<file path="config.mk">
export PLATFORM = sky130hd
export DESIGN_NAME = lattice_result_collector
export DESIGN_NICKNAME = d
export VERILOG_FILES = /design/src/rtl/lattice_pkg.sv /design/src/rtl/result_fifo.sv /design/src/rtl/lattice_result_collector.sv
export SDC_FILE = /design/constraint.sdc
export NUM_CORES = 1
export LEC_CHECK = 0
export ABC_AREA = 1
export CAP_MARGIN = 20
export CORE_ASPECT_RATIO = 0.8
export CORE_MARGIN = 1
export CORE_UTILIZATION = 38
export CTS_CLUSTER_DIAMETER = 40
export DETAILED_ROUTE_END_ITERATION = 8
export PLACE_DENSITY = 0.6
export SYNTH_ARGS = -nofsm -noshare
export SYNTH_HDL_FRONTEND = slang
export SYNTH_SLANG_ARGS = --single-unit
</file>
<file path="constraint.sdc">
create_clock -name clk -period 9.82 [get_ports clk]
set_clock_uncertainty 0.15 [all_clocks]
set_input_delay 1.964 -clock clk [delete_from_list [all_inputs] [get_ports clk]]
set_output_delay 1.964 -clock clk [all_outputs]
set_load 0.05 [all_outputs]
</file>
<file path="src/rtl/lattice_pkg.sv">
// Shared types and helpers for the lattice core results path.
package lattice_pkg;
  localparam int DEF_IDX_W   = 2;
  localparam int DEF_STAMP_W = 32;

  typedef struct packed {
    logic [DEF_IDX_W-1:0]   index;
    logic [DEF_STAMP_W-1:0] stamp;
  } result_t;

  function automatic int IDX_W(input int n);
    return (n > 1) ? $clog2(n) : 1;
  endfunction
endpackage

</file>
<file path="src/rtl/result_fifo.sv">
// Show-ahead result queue; pointers carry a wrap bit so every entry is usable.
module result_fifo import lattice_pkg::*; #(
  parameter int  DEPTH   = 8,
  parameter type entry_t = result_t
) (
  input  logic   clk,
  input  logic   rst,
  input  logic   flush,
  input  logic   push,
  input  entry_t din,
  input  logic   pop,
  output entry_t dout,
  output logic   full,
  output logic   empty
);
  localparam int AW = $clog2(DEPTH);

  entry_t       mem [DEPTH];
  logic [AW:0]  wr_ptr, rd_ptr;
  logic         do_pop, do_push;

  assign empty   = (wr_ptr == rd_ptr);
  assign full    = (wr_ptr[AW] != rd_ptr[AW]) && (wr_ptr[AW-1:0] == rd_ptr[AW-1:0]);
  assign do_pop  = pop & ~empty;
  assign do_push = push & (~full | do_pop);

  always_ff @(posedge clk or negedge rst) begin
    if (!rst) begin
      wr_ptr <= '0;
      rd_ptr <= '0;
    end else if (flush) begin
      wr_ptr <= '0;
      rd_ptr <= '0;
    end else begin
      if (do_push) wr_ptr <= wr_ptr + 1'b1;
      if (do_pop)  rd_ptr <= rd_ptr + 1'b1;
    end
  end

  always_ff @(posedge clk) begin
    if (do_push && !flush) mem[wr_ptr[AW-1:0]] <= din;
  end

  // Storage is not reset, so the head reads as zero whenever nothing is queued.
  assign dout = empty ? '0 : mem[rd_ptr[AW-1:0]];
endmodule

</file>
<file path="src/rtl/lattice_result_collector.sv">
// Collects per-core success pulses, stamps them with the job cycle and queues
// them one per cycle, lowest core index first.
module lattice_result_collector import lattice_pkg::*; #(
  parameter int NUM_CORES   = 4,
  parameter int STAMP_WIDTH = 32,
  parameter int FIFO_DEPTH  = 8,
  parameter int COUNT_WIDTH = 16
) (
  input  logic                          clk,
  input  logic                          rst,
  input  logic                          start_i,
  input  logic [NUM_CORES-1:0]          success_i,
  output logic                          result_valid_o,
  input  logic                          result_ready_i,
  output logic [IDX_W(NUM_CORES)-1:0]   result_index_o,
  output logic [STAMP_WIDTH-1:0]        result_stamp_o,
  output logic [COUNT_WIDTH-1:0]        found_count_o,
  output logic [COUNT_WIDTH-1:0]        dropped_count_o
);
  localparam int IW = IDX_W(NUM_CORES);
  localparam int DW = $clog2(NUM_CORES + 1);
  localparam int SW = ((COUNT_WIDTH > DW) ? COUNT_WIDTH : DW) + 1;

  typedef struct packed {
    logic [IW-1:0]          index;
    logic [STAMP_WIDTH-1:0] stamp;
  } entry_t;

  logic [STAMP_WIDTH-1:0]                cnt;
  logic [NUM_CORES-1:0]                  pend;
  logic [NUM_CORES-1:0][STAMP_WIDTH-1:0] stamp_q;
  logic [NUM_CORES-1:0]                  gnt_vec;
  logic [IW-1:0]                         gidx;
  logic                                  any_pend, grant, pop, full, empty;
  logic [DW-1:0]                         drops;
  logic [SW-1:0]                         dsum;
  entry_t                                wr_ent, head;

  assign pop = result_valid_o & result_ready_i;

  always_comb begin
    gidx     = '0;
    any_pend = 1'b0;
    for (int i = NUM_CORES - 1; i >= 0; i--) begin
      if (pend[i]) begin
        gidx     = IW'(i);
        any_pend = 1'b1;
      end
    end
  end

  // A pop this cycle frees the slot the grant needs even when full.
  assign grant   = any_pend && (!full || pop) && !start_i;
  assign gnt_vec = grant ? (NUM_CORES'(1) << gidx) : '0;

  always_comb begin
    drops = '0;
    for (int i = 0; i < NUM_CORES; i++)
      drops = drops + DW'(success_i[i] & pend[i] & ~gnt_vec[i]);
  end
  assign dsum = SW'(dropped_count_o) + SW'(drops);

  always_ff @(posedge clk or negedge rst) begin
    if (!rst) begin
      pend    <= '0;
      stamp_q <= '0;
    end else if (start_i) begin
      pend <= '0;
    end else begin
      for (int i = 0; i < NUM_CORES; i++) begin
        if (success_i[i] && (!pend[i] || gnt_vec[i])) begin
          pend[i]    <= 1'b1;
          stamp_q[i] <= cnt;
        end else if (gnt_vec[i]) begin
          pend[i] <= 1'b0;
        end
      end
    end
  end

  always_ff @(posedge clk or negedge rst) begin
    if (!rst) begin
      cnt             <= '0;
      found_count_o   <= '0;
      dropped_count_o <= '0;
    end else if (start_i) begin
      // The start cycle itself is job cycle 0.
      cnt             <= STAMP_WIDTH'(1);
      found_count_o   <= '0;
      dropped_count_o <= '0;
    end else begin
      cnt <= cnt + 1'b1;
      if (grant && found_count_o != '1) found_count_o <= found_count_o + 1'b1;
      dropped_count_o <= (dsum > SW'({COUNT_WIDTH{1'b1}})) ? '1 : dsum[COUNT_WIDTH-1:0];
    end
  end

  assign wr_ent.index = gidx;
  assign wr_ent.stamp = stamp_q[gidx];

  result_fifo #(.DEPTH(FIFO_DEPTH), .entry_t(entry_t)) u_fifo (
    .clk   (clk),
    .rst   (rst),
    .flush (start_i),
    .push  (grant),
    .din   (wr_ent),
    .pop   (pop & ~start_i),
    .dout  (head),
    .full  (full),
    .empty (empty)
  );

  assign result_valid_o = ~empty;
  assign result_index_o = head.index;
  assign result_stamp_o = head.stamp;
endmodule

</file>
==> flow_summary.toml, run 1 <==
[run_status]
status = "completed"

[clock_network]
numCtsBuffers = 66
cts_max_level = 3
post_cts_resized = 0
cts_tree = "yes"
cts_sinks = 476
worstSkewPairLatency_ns = 0.61
clk_pin_slew_ns = 0.05
cts_root_buf = "clkbuf_16"
cts_buffer_depth = 3
cts_hold_buf = 0
cts_setup_buffers = 0

[timing]
setup_violations = 0
finalHoldViolCount = 0
rsz0062_at_grt = "no"
max_freq_mhz = 150
period_share_pct = 67.9
max-slew-margin-rel_pct = 30.1
period_needed_ns = 6.67
worst_slew_pin_slew_ns = 1.05
setup_tns_ns = 0
slew_viol_final = 0

[critical_path]
arrival_ns = 4.56
path_class = "reg2out"
crit_top_cell = "o21ai_0"
cp_top_family = "buffers and inverters"
path_cells = "clkinv_2 > buf_4 > o21ai_0 > o22ai_1 > o21ai_0 > nor2_1 > clkdlybuf4s50_1"
start_kind = "register"
ff2ff_setup_slack_ns = 4.37
critical-path-max-stage-delay_ns = 0.92
cp.required_ns = 7.71
cp_slowest_cell = "clkinv_2"
crit_buf_inv = 3
cp_max_fo = 79
cp-end-kind = "output port"

[yosys]
ys_seq_area_share_pct = 63.7
synth.most_common_cell = "nand2_1"
synth-main-ff-cell = "edfxtp_1"
synth_common_cells = "437 x nand2_1, 334 x nor2_1, 272 x edfxtp_1, 209 x o21ai_0, 204 x dfrtp_1"
syn_area_per_cell_um2 = 9.93
synth_cell_type_count = 38
yosys.area.top_type = "edfxtp_1"
synthesis.nets = 2118
yosys-top-cells-area = "edfxtp_1 39%, dfrtp_1 24%, nand2_1 7.9%"
async_reset_ff_share_pct = 42.9
syn_inst = 2099
synth-seq-cells = 476
ys_warn_count = 0
synth_edf_count = 272
synth_top_area_share_pct = 39.2
syn_area_um2 = 20800

[final_layout]
finish.net_count = 2167
drive_above_1_share_pct = 8.50
num_antenna_cells = 0
layout.cells.non_filler = 2903
area_growth_pct = 17.4

[routing]
ant_nets = 0
via_count = 15500
drtIter0Drc = 1337
wire_per_inst_um = 19.4
remaining_drc_errors = 0
vias_per_cell = 5.35
first_pass_iters = 8
wl_mm = 56.4

[power]
p_comb_share_pct = 18.2
seqPwrFrac_pct = 39.7
p_clk_share_pct = 42.1
internal_power_uw = 3980
power.switching_uw = 1760
ir_drop_v = 0.000126
p_sw_share_pct = 30.7
power_per_cell_area_nw_per_um2 = 235
power.total_uw = 5740
p_leak_uw = 0.00972

[placed_design]
hpwl_mm = 31.3
dp_cells = 2781
gp_congestion = 0.882
port_buffers = 74

[die]
die_y_um = 211
die_w_um = 264
dieArea_um2 = 55800
start_util_pct = 38.6
ios = 75
core_area_um2 = 54000
fp-row-count = 76

[grt]
grt-ovfl-total = 0
grt_pass1_vias = 15300
grt_start_max_net_pins = 127
grt_pass1_wl_mm = 88.9
antenna_found_initial = 0
track_usage_pct = 20.5

[run]
maxCapViolCount = 0

[worst_hold_path]
hp-class = "reg2reg"
[sequential cells by signal, summed over array words and instances (netlist names)]
signal and count:
u_fifo.wr_ptr 4, stamp_q 128, cnt 32, pend 4
u_fifo.rd_ptr 4, u_fifo.mem 272, found_count_o 16, dropped_count_o 16
[layer usage]
metal	vias to the layer above	global-route usage [%]	routed length, µm
met5	-	0	0
met4	0	5.37	1110
met3	93	4.01	3540
met2	486	33.0	26000
met1	7672	28.5	25800
li1	7279	-	-
[layout make-up]
type / count / area, µm²
Fill cell: 5029 / 29500
Multi-Input combinational cell: 1419 / 6780
Clock buffer: 77 / 1730
Tap cell: 702 / 878
Inverter: 83 / 313
Timing Repair Buffer: 102 / 970
Clock inverter: 44 / 515
Sequential cell: 476 / 13300
[cells by family (layout without fill, tap and decap cells)]
family                     count (synthesis)  in the layout  share of synthesized area (%)
adders and majority gates                 11             11                          0.733
buffers and inverters                    204            306                           4.09
xor gates and xnor gates                  41             41                           1.72
AOI/OAI and AO/OA                        372            372                           9.93
and+or+nand+nor                          995            995                           19.8
DFF                                      476            476                           63.7
[metrics by stage]
stage / hold slack (ns) / setup WS [ns] / utilization (%) / cell area [µm²]
CTS: 0.315 / 3.18 / 45.3 / 24400
detailed placement: 0.303 / 3.39 / 41.1 / 22200
finish: 0.316 / 3.15 / 45.3 / 24500
global route: 0.337 / 2.83 / 45.3 / 24500
global placement: 0.298 / 3.54 / 41.1 / 22200
floorplan: 0.287 / 4.90 / - / 20800
[worst min-delay path, delay by kind of cell, from the launching register on]
kind             cells  cell delay, ns
flip-flops           1            0.34
AND/OR/NAND/NOR      2            0.09
[final timing paths]
check / start / to / depth (start not counted)
max: u_fifo.rd_ptr[0] / result_stamp_o[28] / 7
max reg2reg: u_fifo.rd_ptr[0] / dropped_count_o[13] / 20
max in group asynchronous: rst / u_fifo.rd_ptr[0] / 3
min reg2reg: stamp_q[33] / stamp_q[33] / 2
min: stamp_q[33] / stamp_q[33] / 2
min in group asynchronous: rst / stamp_q[59] / 1
[placed cells by master (no fill, tap or decap), types with 9 or more instances in the layout]
master,count
ha_1,9
clkinv_1,9
o211ai_1,32
nor2_4,10
dfrtp_1,202
o21ai_1,26
a21oi_1,24
clkdlybuf4s50_1,72
buf_4,27
edfxtp_1,272
nor2_1,323
o22ai_1,68
nand2_2,16
o21ai_0,209
nand4_1,17
nor3_1,28
nand3_1,148
xor2_1,34
clkbuf_16,67
inv_1,76
nand2_1,437
clkinv_2,13
[power groups by stage]
| stage | combinational, µW | clock [µW] | sequential [µW] |
|---|---|---|---|
| after floorplan | 696 | 0 | 2300 |
| after global placement | 1040 | 0 | 2320 |
| after detailed placement | 1050 | 0 | 2320 |
| after CTS | 1050 | 2450 | 2280 |
| after global routing | 1130 | 2540 | 2290 |
| final | 1050 | 2420 | 2280 |
Note: power is estimated with default switching activity, not from simulation.
==> run 2: changes to the inputs <==
--- a/config.mk
+++ b/config.mk
@@ -12,7 +12,7 @@
 export CORE_UTILIZATION = 38
 export CTS_CLUSTER_DIAMETER = 40
 export DETAILED_ROUTE_END_ITERATION = 8
-export PLACE_DENSITY = 0.6
+export PLACE_DENSITY = 0.62
 export SYNTH_ARGS = -nofsm -noshare
 export SYNTH_HDL_FRONTEND = slang
 export SYNTH_SLANG_ARGS = --single-unit
==> constraint.sdc (replaced) <==
create_clock -name clk -period 5.9 [get_ports clk]
set_clock_uncertainty 0.15 [all_clocks]
set_input_delay 1.18 -clock clk [delete_from_list [all_inputs] [get_ports clk]]
set_output_delay 1.18 -clock clk [all_outputs]
set_load 0.05 [all_outputs]
==> run 2 against run 1 <==
Power increased by 59%. Sequential cell count unchanged. Non-clock buffer count increased by 5. Critical endpoint is now result_stamp_o[3]. Die area unchanged. Critical path depth increased by 1. Largest cell class unchanged. Cell area decreased by 1.3%.
==> flow_summary.toml, run 2 (synthesized netlist as in run 1, its figures left out) <==
[run_status]
status = "completed"

[grt]
grt_pass1_wl_mm = 85.9
grt_start_max_net_pins = 115
grt-ovfl-total = 0
track_usage_pct = 19.7
antenna_found_initial = 0
grt_pass1_vias = 15300

[clock_network]
cts_buffer_depth = 3
post_cts_resized = 0
clk_pin_slew_ns = 0.06
cts_tree = "yes"
cts_setup_buffers = 0
cts_sinks = 476
cts_root_buf = "clkbuf_16"
worstSkewPairLatency_ns = 0.63
numCtsBuffers = 59
cts_hold_buf = 0
cts_max_level = 2

[die]
dieArea_um2 = 55800
ios = 75
core_area_um2 = 54000
start_util_pct = 38.6
die_y_um = 211
fp-row-count = 76
die_w_um = 264

[routing]
first_pass_iters = 5
drtIter0Drc = 1368
remaining_drc_errors = 0
vias_per_cell = 5.38
wl_mm = 55.0
via_count = 15600
ant_nets = 0
wire_per_inst_um = 19.0

[critical_path]
path_cells = "clkinv_2 > buf_4 > buf_4 > o21ai_0 > o22ai_1 > o21ai_0 > nor2_1 > buf_4"
cp_top_family = "buffers and inverters"
arrival_ns = 3.44
cp_slowest_cell = "buf_4"
crit_top_cell = "buf_4"
start_kind = "register"
crit_buf_inv = 4
critical-path-max-stage-delay_ns = 0.68
cp_max_fo = 70
cp.required_ns = 4.57
path_class = "reg2out"
cp-end-kind = "output port"

[placed_design]
port_buffers = 74
dpl_cell_area_um2 = 22200
hpwl_mm = 31.9
gp_congestion = 0.884
dp_cells = 2787

[worst_hold_path]
hp-class = "reg2reg"

[timing]
period_share_pct = 80.9
setup_tns_ns = 0
finalHoldViolCount = 0
max-slew-margin-rel_pct = 32.8
worst_slew_pin_slew_ns = 1.00
rsz0062_at_grt = "no"
setup_violations = 0
slew_viol_final = 0
max_freq_mhz = 210
holdWs_ns = 0.315
period_needed_ns = 4.77

[power]
power_per_cell_area_nw_per_um2 = 378
p_leak_uw = 0.00966
ir_drop_v = 0.000254

[final_layout]
ff_latch_area_um2 = 13300
design_area_um2 = 24100
largest_reg_flops = 272
multiInputGateArea_um2 = 6780
layout.cells.non_filler = 2897
num_antenna_cells = 0
finish.net_count = 2165
area_growth_pct = 15.9
drive_above_1_share_pct = 9.79
final_cell_mix = "437 x nand2_1, 323 x nor2_1, 272 x edfxtp_1, 209 x o21ai_0, 202 x dfrtp_1"
fillers = 5001
mostFrequentLayoutCell = "nand2_1"

[run]
maxCapViolCount = 0
run 2: cell types whose count changed in the layout (fill, tap and decap cells not counted), sizes merged:
| cell | previous run | this run |
|---|---|---|
| clkinv | 31 | 22 |
| bufinv | 7 | 5 |
| clkinvlp | 2 | 5 |
| clkdlybuf4s50 | 72 | 37 |
| buf | 29 | 69 |
| clkbuf | 78 | 75 |
run 2: metrics by stage:
step | setup slack, ns | power [µW] | util, %
6_report | 1.13 | 9130 | 44.7
5_1_grt | 0.884 | 9480 | 44.7
4_1_cts | 1.05 | 9200 | 44.7
3_5_place_dp | 0.863 | 5570 | 41.0
3_3_place_gp | 0.925 | 5550 | 41.0
2_1_floorplan | 1.76 | 4980 | -
run 2: worst min-delay path, delay by kind of cell (launching register included):
family | cells | cell delay (ns)
simple gates | 2 | 0.10
flops | 1 | 0.33
run 2: routing by layer:
metal | wire (µm) | global-route usage (%)
met3 | 4080 | 4.09
met1 | 24300 | 26.8
met5 | 0 | 0
met2 | 25600 | 31.8
met4 | 1000 | 5.73
run 2: power by group:
group / total, µW / leakage, µW / internal (µW) / switching (µW)
registers: 3740 / 0.00533 / 3690 / 50.4
clock network: 3640 / 0.000967 / 2170 / 1470
logic: 1760 / 0.00336 / 439 / 1320
run 2: cell type report:
cell class              instances  area share (%)
clock buffers                  74            6.64
multi-input cells            1419            28.1
inverters                      83            1.30
flip-flops and latches        476            55.0
clock inverters                36            1.64
well taps                     702            3.64
repair buffers                107            3.73
run 2: final timing paths:
path / from / end / slack [ns] / cells after the start
setup / recovery: u_fifo.rd_ptr[0] / result_stamp_o[3] / 1.13 / 8
hold / removal: stamp_q[63] / stamp_q[63] / 0.32 / 2
setup reg to reg: pend[2] / dropped_count_o[13] / 1.75 / 20
hold reg to reg: stamp_q[63] / stamp_q[63] / 0.32 / 2
max in group asynchronous: rst / found_count_o[4] / 3.82 / 2
min in group asynchronous: rst / stamp_q[123] / 0.52 / 1
==> RTL change 1 (flow settings as in run 1) <==
Set the parameter `COUNT_WIDTH` to 32 (it was 16).
--- a/src/rtl/lattice_result_collector.sv
+++ b/src/rtl/lattice_result_collector.sv
@@ -5,5 +5,5 @@
   parameter int STAMP_WIDTH = 32,
   parameter int FIFO_DEPTH  = 8,
-  parameter int COUNT_WIDTH = 16
+  parameter int COUNT_WIDTH = 32
 ) (
   input  logic                          clk,
Interface: changed (resized dropped_count_o and found_count_o); port bits go from 75 to 107. No check against the original RTL was run, so the function may have changed too.
==> RTL change 1 against run 1 <==
- count of clock-buffer cells in the layout rose by 2
- setup slack improved by 130 ps
- power rose by 3.8%
- synthesized area rose by 11%
- final area rose by 12%
- via count rose by 18%
- wire length rose by 14%
- sequential cell count rose by 32
- largest cell class unchanged
==> RTL change 1: results (changes against run 1) <==
- The initial antenna violation count was 2 (+2).
- After synthesis, the most frequently instantiated cells are sky130_fd_sc_hd__nand2_1 (626), sky130_fd_sc_hd__nor2_1 (416), sky130_fd_sc_hd__edfxtp_1 (272).
- The post-placement setup slack is 3120 ps (-265 ps).
- The detailed-route wire length per cell is 18.8 µm (-3.4%).
- The final HPWL from detailed placement was 37.3 mm (+19%).
- The cell family contributing the most delay on the critical path is buffers and inverters.
- The number of levels the H-tree was split into came to 3 (unchanged).
- The number of distinct library cell variants in the gate-level netlist after synthesis is 35 (-7.9%).
- The wire length of the first global-routing pass is 102 mm (+15%).
- The clock transition at the register clock pins on the worst setup and hold paths after CTS is 60 ps.
- The number of inserted filler cells in the final layout came to 5,674 (+13%).
- The worst-case vdd ir drop is 0.117 mV (-7.6%).
- In this run the worst hold path is classified as flop to flop.
- The number of buffers created by CTS is 69 (+4.5%).
- The cell leakage power is 10.9 nW (+12%).
- The fraction of registers with async set or reset after synthesis is 0.465 (+0.0360).
- The synthesized instance count is 2,517 (+20%).
- The number of cells on the worst reg-to-reg path is 20 (unchanged).
- The critical path data arrival time is 4430 ps (-130 ps).
- The final layout net count is 2,613 (+21%).
- The clock reaches the later pin of the worst-skew pair after ~620 ps.
- The overall global routing resource usage came to 0.209 (+0.00390).
- The diode insertion count for antenna repair was 0 (unchanged).
- The maximum number of pins on one net before global-route repair came to 89 (-30%).
- The slew of the pin with the lowest slew margin is 1030 ps (-21.3 ps).
- The flip-flop count of the largest register, all copies and words added came to 272 (unchanged).
- The port buffer count is 106 (+43%).
- The top fanout value on the critical path is 88 (+11%).
- The routed via count divided by cell count was 5.35 (about the same).
- The worst stage delay on the critical path is 920 ps (about the same).
- The post-CTS resize count is 0 (unchanged).
- The sequential fraction of the synthesis area is 0.606 (-0.0310).
- The number of placed instances with taps included is 3,299 (+19%).
- The maximum count of clock buffers along a single path is 3 (unchanged).
- Among all flip-flop cells after synthesis, the most frequent one is sky130_fd_sc_hd__edfxtp_1.
- The placer's final routability congestion estimate is 0.896 (+1.5%).
- Ranked by total cell area, the synthesized netlist is headed by sky130_fd_sc_hd__edfxtp_1 (35%), sky130_fd_sc_hd__dfrtp_1 (25%), sky130_fd_sc_hd__nand2_1 (10%).
- The root buffer cell is sky130_fd_sc_hd__clkbuf_16.
- The count of yosys warnings during synthesis is 0 (unchanged).
- The number of search-and-repair iterations in the first detailed-routing pass is 6 (-2).
- The vias after detailed routing is 18,300 (+18%).
- The largest individual stage delay along the critical path comes from the cell sky130_fd_sc_hd__dfrtp_4.
- The share of cells above drive strength 1 is 0.0720 (-0.0129).
- The flow ran to the end, and the final reports show no timing, DRC or antenna violations.
- The violation count after the first detailed-route iteration is 1,535 (+15%).
- The number of synthesized flops with an enable pin was 272 (unchanged).
- The buffer count from post-CTS setup fixing is 0 (unchanged).
- The worst hold path stage count is 2 (unchanged).
-- RTL change 1: cells by family after synthesis --
| group | share of synthesized area |
|---|---|
| AOI/OAI and AO/OA | 0.0903 |
| and+or+nand+nor | 0.234 |
| adders and majority gates | 0.00657 |
| DFF | 0.606 |
| buffers and inverters | 0.0450 |
| xor gates and xnor gates | 0.0185 |
-- RTL change 1: worst reg2reg max path: cells and delay by family (launching register included) --
kind                       cells  cell delay, ps
adders and majority gates      4            1300
DFF                            1             920
and+or+nand+nor               10            1880
AOI/OAI and AO/OA              2             410
buffers and inverters          4            1190
-- RTL change 1: power breakdown --
part	leakage, nW	total, mW	switching, mW	internal (mW)
clock network	1.12	2.49	1.02	1.47
logic	3.96	1.07	0.781	0.287
registers	5.78	2.40	0.0540	2.35
-- RTL change 1: layout make-up --
class	instances	share of cell area
clock buffers	79	0.0656
clock inverters	49	0.0205
inverters	118	0.0162
multi-input cells	1762	0.299
flip-flops and latches	508	0.515
well taps	779	0.0356
repair buffers	135	0.0485
-- RTL change 1: path summary, 6_finish.rpt --
| kind | endpoint | from | slack [ps] |
|---|---|---|---|
| max | result_stamp_o[23] | u_fifo.rd_ptr[0] | 3280 |
| min | stamp_q[39] | stamp_q[39] | 310 |
| max reg2reg | dropped_count_o[13] | u_fifo.rd_ptr[0] | 3900 |
| min reg2reg | stamp_q[39] | stamp_q[39] | 310 |
| max in group asynchronous | u_fifo.rd_ptr[0] | rst | 6750 |
| min in group asynchronous | stamp_q[84] | rst | 1200 |
-- RTL change 1: layer usage --
| metal | part of all wire | up-vias | GRT usage | wire length, µm |
|---|---|---|---|---|
| li1 | - | 8652 | - | - |
| met1 | 0.46 | 8969 | 0.294 | 29800 |
| met2 | 0.45 | 607 | 0.328 | 29100 |
| met3 | 0.066 | 108 | 0.0420 | 4240 |
| met4 | 0.020 | 2 | 0.0586 | 1260 |
| met5 | 0.00020 | - | 0 | 13 |
-- RTL change 1: through the flow --
step,area [µm²],power (mW)
final,27400,5.96
after global routing,27400,6.20
after CTS,27300,6.02
after floorplan,23200,3.14
after global placement,24900,3.49
after detailed placement,24900,3.51
==> RTL change 2 (settings of run 1) <==
Without the edit above. Reset style: synchronous (`rst`), changed in 3 clocked blocks.
--- a/src/rtl/result_fifo.sv
+++ b/src/rtl/result_fifo.sv
@@ -25,5 +25,5 @@
   assign do_push = push & (~full | do_pop);
 
-  always_ff @(posedge clk or negedge rst) begin
+  always_ff @(posedge clk) begin
     if (!rst) begin
       wr_ptr <= '0;
--- a/src/rtl/lattice_result_collector.sv
+++ b/src/rtl/lattice_result_collector.sv
@@ -61,5 +61,5 @@
   assign dsum = SW'(dropped_count_o) + SW'(drops);
 
-  always_ff @(posedge clk or negedge rst) begin
+  always_ff @(posedge clk) begin
     if (!rst) begin
       pend    <= '0;
@@ -79,5 +79,5 @@
   end
 
-  always_ff @(posedge clk or negedge rst) begin
+  always_ff @(posedge clk) begin
     if (!rst) begin
       cnt             <= '0;
Check against the original RTL: differs if rst is asserted again (counterexample within 4 cycles, from zero or initial values and one cycle with rst low); with rst held inactive, the same outputs for 4 cycles.
==> RTL change 2 against run 1 <==
- sequential cell count grew 3
- register-to-register slack gained 30 ps
- final cell count grew 5.4%
- utilization grew 0.29 points
- hold slack gained 1.3 ps
- first-iteration DRC count shrank 4.6%
- setup slack gained 220 ps
- synthesized area shrank 1.2%
- wire length shrank 3.4%
- sequential share of layout area shrank 3.3 points
- final area shrank 1.2%
Power is not compared: it rests on default switching activity, and its combinational part moved more than twofold at a synthesized area within 25%.
==> RTL change 2: results (changes against run 1) <==
- The critical path data arrival time is 6830 ps (+2270 ps).
- The sequential fraction of the synthesis area came to 0.598 (-0.0391).
- The post-placement setup slack is 2890 ps (-492 ps).
- The placement-stage cell area is 21,900 µm² (-1.2%).
- The family of cells with the greatest summed delay on the critical path is simple AND/OR/NAND/NOR gates.
- The violation count after the first detailed-route iteration was 1,276 (-4.6%).
- In this run the most critical hold path is launched from cnt[31].
- In the post-synthesis netlist, the biggest area contributors are sky130_fd_sc_hd__edfxtp_1 (40%), sky130_fd_sc_hd__dfxtp_1 (20%), sky130_fd_sc_hd__nor2_1 (7.4%).
- The total detailed-routing wirelength is 54.5 mm (-3.4%).
- The final HPWL from detailed placement is 30.1 mm (-3.9%).
- In the synthesized netlist, the cells that appear most often are sky130_fd_sc_hd__nor2_1 (408), sky130_fd_sc_hd__nand2_1 (344), sky130_fd_sc_hd__edfxtp_1 (272).
- The post-synthesis share of cell area spent on xor and xnor gates is 0.00936 (-0.00788).
- The number of inserted filler cells in the final layout is 4,926 (-2.0%).
- The top fanout value on the critical path is 16 (-80%).
- The number of distinct library cell variants in the gate-level netlist after synthesis is 35 (-7.9%).
- The slew of the pin with the lowest slew margin is 957 ps (-90.7 ps).
- The share of cells above drive strength 1 is 0.0769 (-0.00804).
- The run finished with clean final reports.
- The slowest stage of the critical path is the sky130_fd_sc_hd__clkdlybuf4s50_1 cell.
- The overall global routing resource usage is 0.197 (-0.00844).
- The number of buffers created by CTS is 67 (+1.5%).
- The placer's final routability congestion estimate is 0.835 (-5.4%).
- The complex-gate fraction of the synthesized area is 0.129 (+0.0295).
- The launch point of the worst path is start_i.
- The via count of the first global-routing pass is 15,400 (+0.81%).
- The worst stage delay on the critical path was 870 ps (-50 ps).
- The fraction of registers with async set or reset after synthesis is 0 (-0.429).
- The count of yosys warnings during synthesis is 0 (unchanged).
- The final layout net count is 2,331 (+7.6%).
- The wire length of the first global-routing pass was 85.4 mm (-3.9%).
- The number of search-and-repair iterations in the first detailed-routing pass was 5 (-3).
- The maximum number of pins on one net before global-route repair came to 97 (-24%).
-- RTL change 2: cell count changes after synthesis, moves of 33 or more --
cell	before	now
sky130_fd_sc_hd__dfrtp_1	204	0
sky130_fd_sc_hd__a21oi_1	24	192
sky130_fd_sc_hd__nor2_1	334	408
sky130_fd_sc_hd__nand2_1	437	344
sky130_fd_sc_hd__o22ai_1	68	34
sky130_fd_sc_hd__dfxtp_1	0	207
sky130_fd_sc_hd__nand3_1	148	199
sky130_fd_sc_hd__inv_1	79	122
sky130_fd_sc_hd__a31oi_1	1	34
-- RTL change 2: path summary, 6_finish.rpt --
kind         slack [ps]                   to  cells after the start
min reg2reg         320              cnt[31]                      2
max reg2reg        4400  dropped_count_o[15]                     17
min                 320              cnt[31]                      2
max                3370  dropped_count_o[15]                     16
-- RTL change 2: metrics by stage --
| stage | util | std cells | hold WS (ps) |
|---|---|---|---|
| 3_5_place_dp | 0.414 | 2935 | 309 |
| 3_3_place_gp | 0.414 | 2935 | 299 |
| 5_1_grt | 0.456 | 3059 | 345 |
| 6_report | 0.456 | 3059 | 317 |
| 4_1_cts | 0.456 | 3058 | 316 |
| 2_1_floorplan | - | 2283 | 289 |
-- RTL change 2: final cells by class --
class	count	area (µm²)	share of cell area
inverters	130	489	0.0202
flip-flops and latches	479	12300	0.509
clock inverters	44	447	0.0185
repair buffers	104	971	0.0402
well taps	693	867	0.0359
multi-input cells	1530	7300	0.302
clock buffers	79	1780	0.0738
-- RTL change 2: layer usage --
layer / vias up / track usage / part of all wire
li1: 7934 / - / -
met5: - / 0 / 0
met2: 483 / 0.322 / 0.46
met1: 7782 / 0.267 / 0.46
met4: 0 / 0.0602 / 0.018
met3: 82 / 0.0340 / 0.059
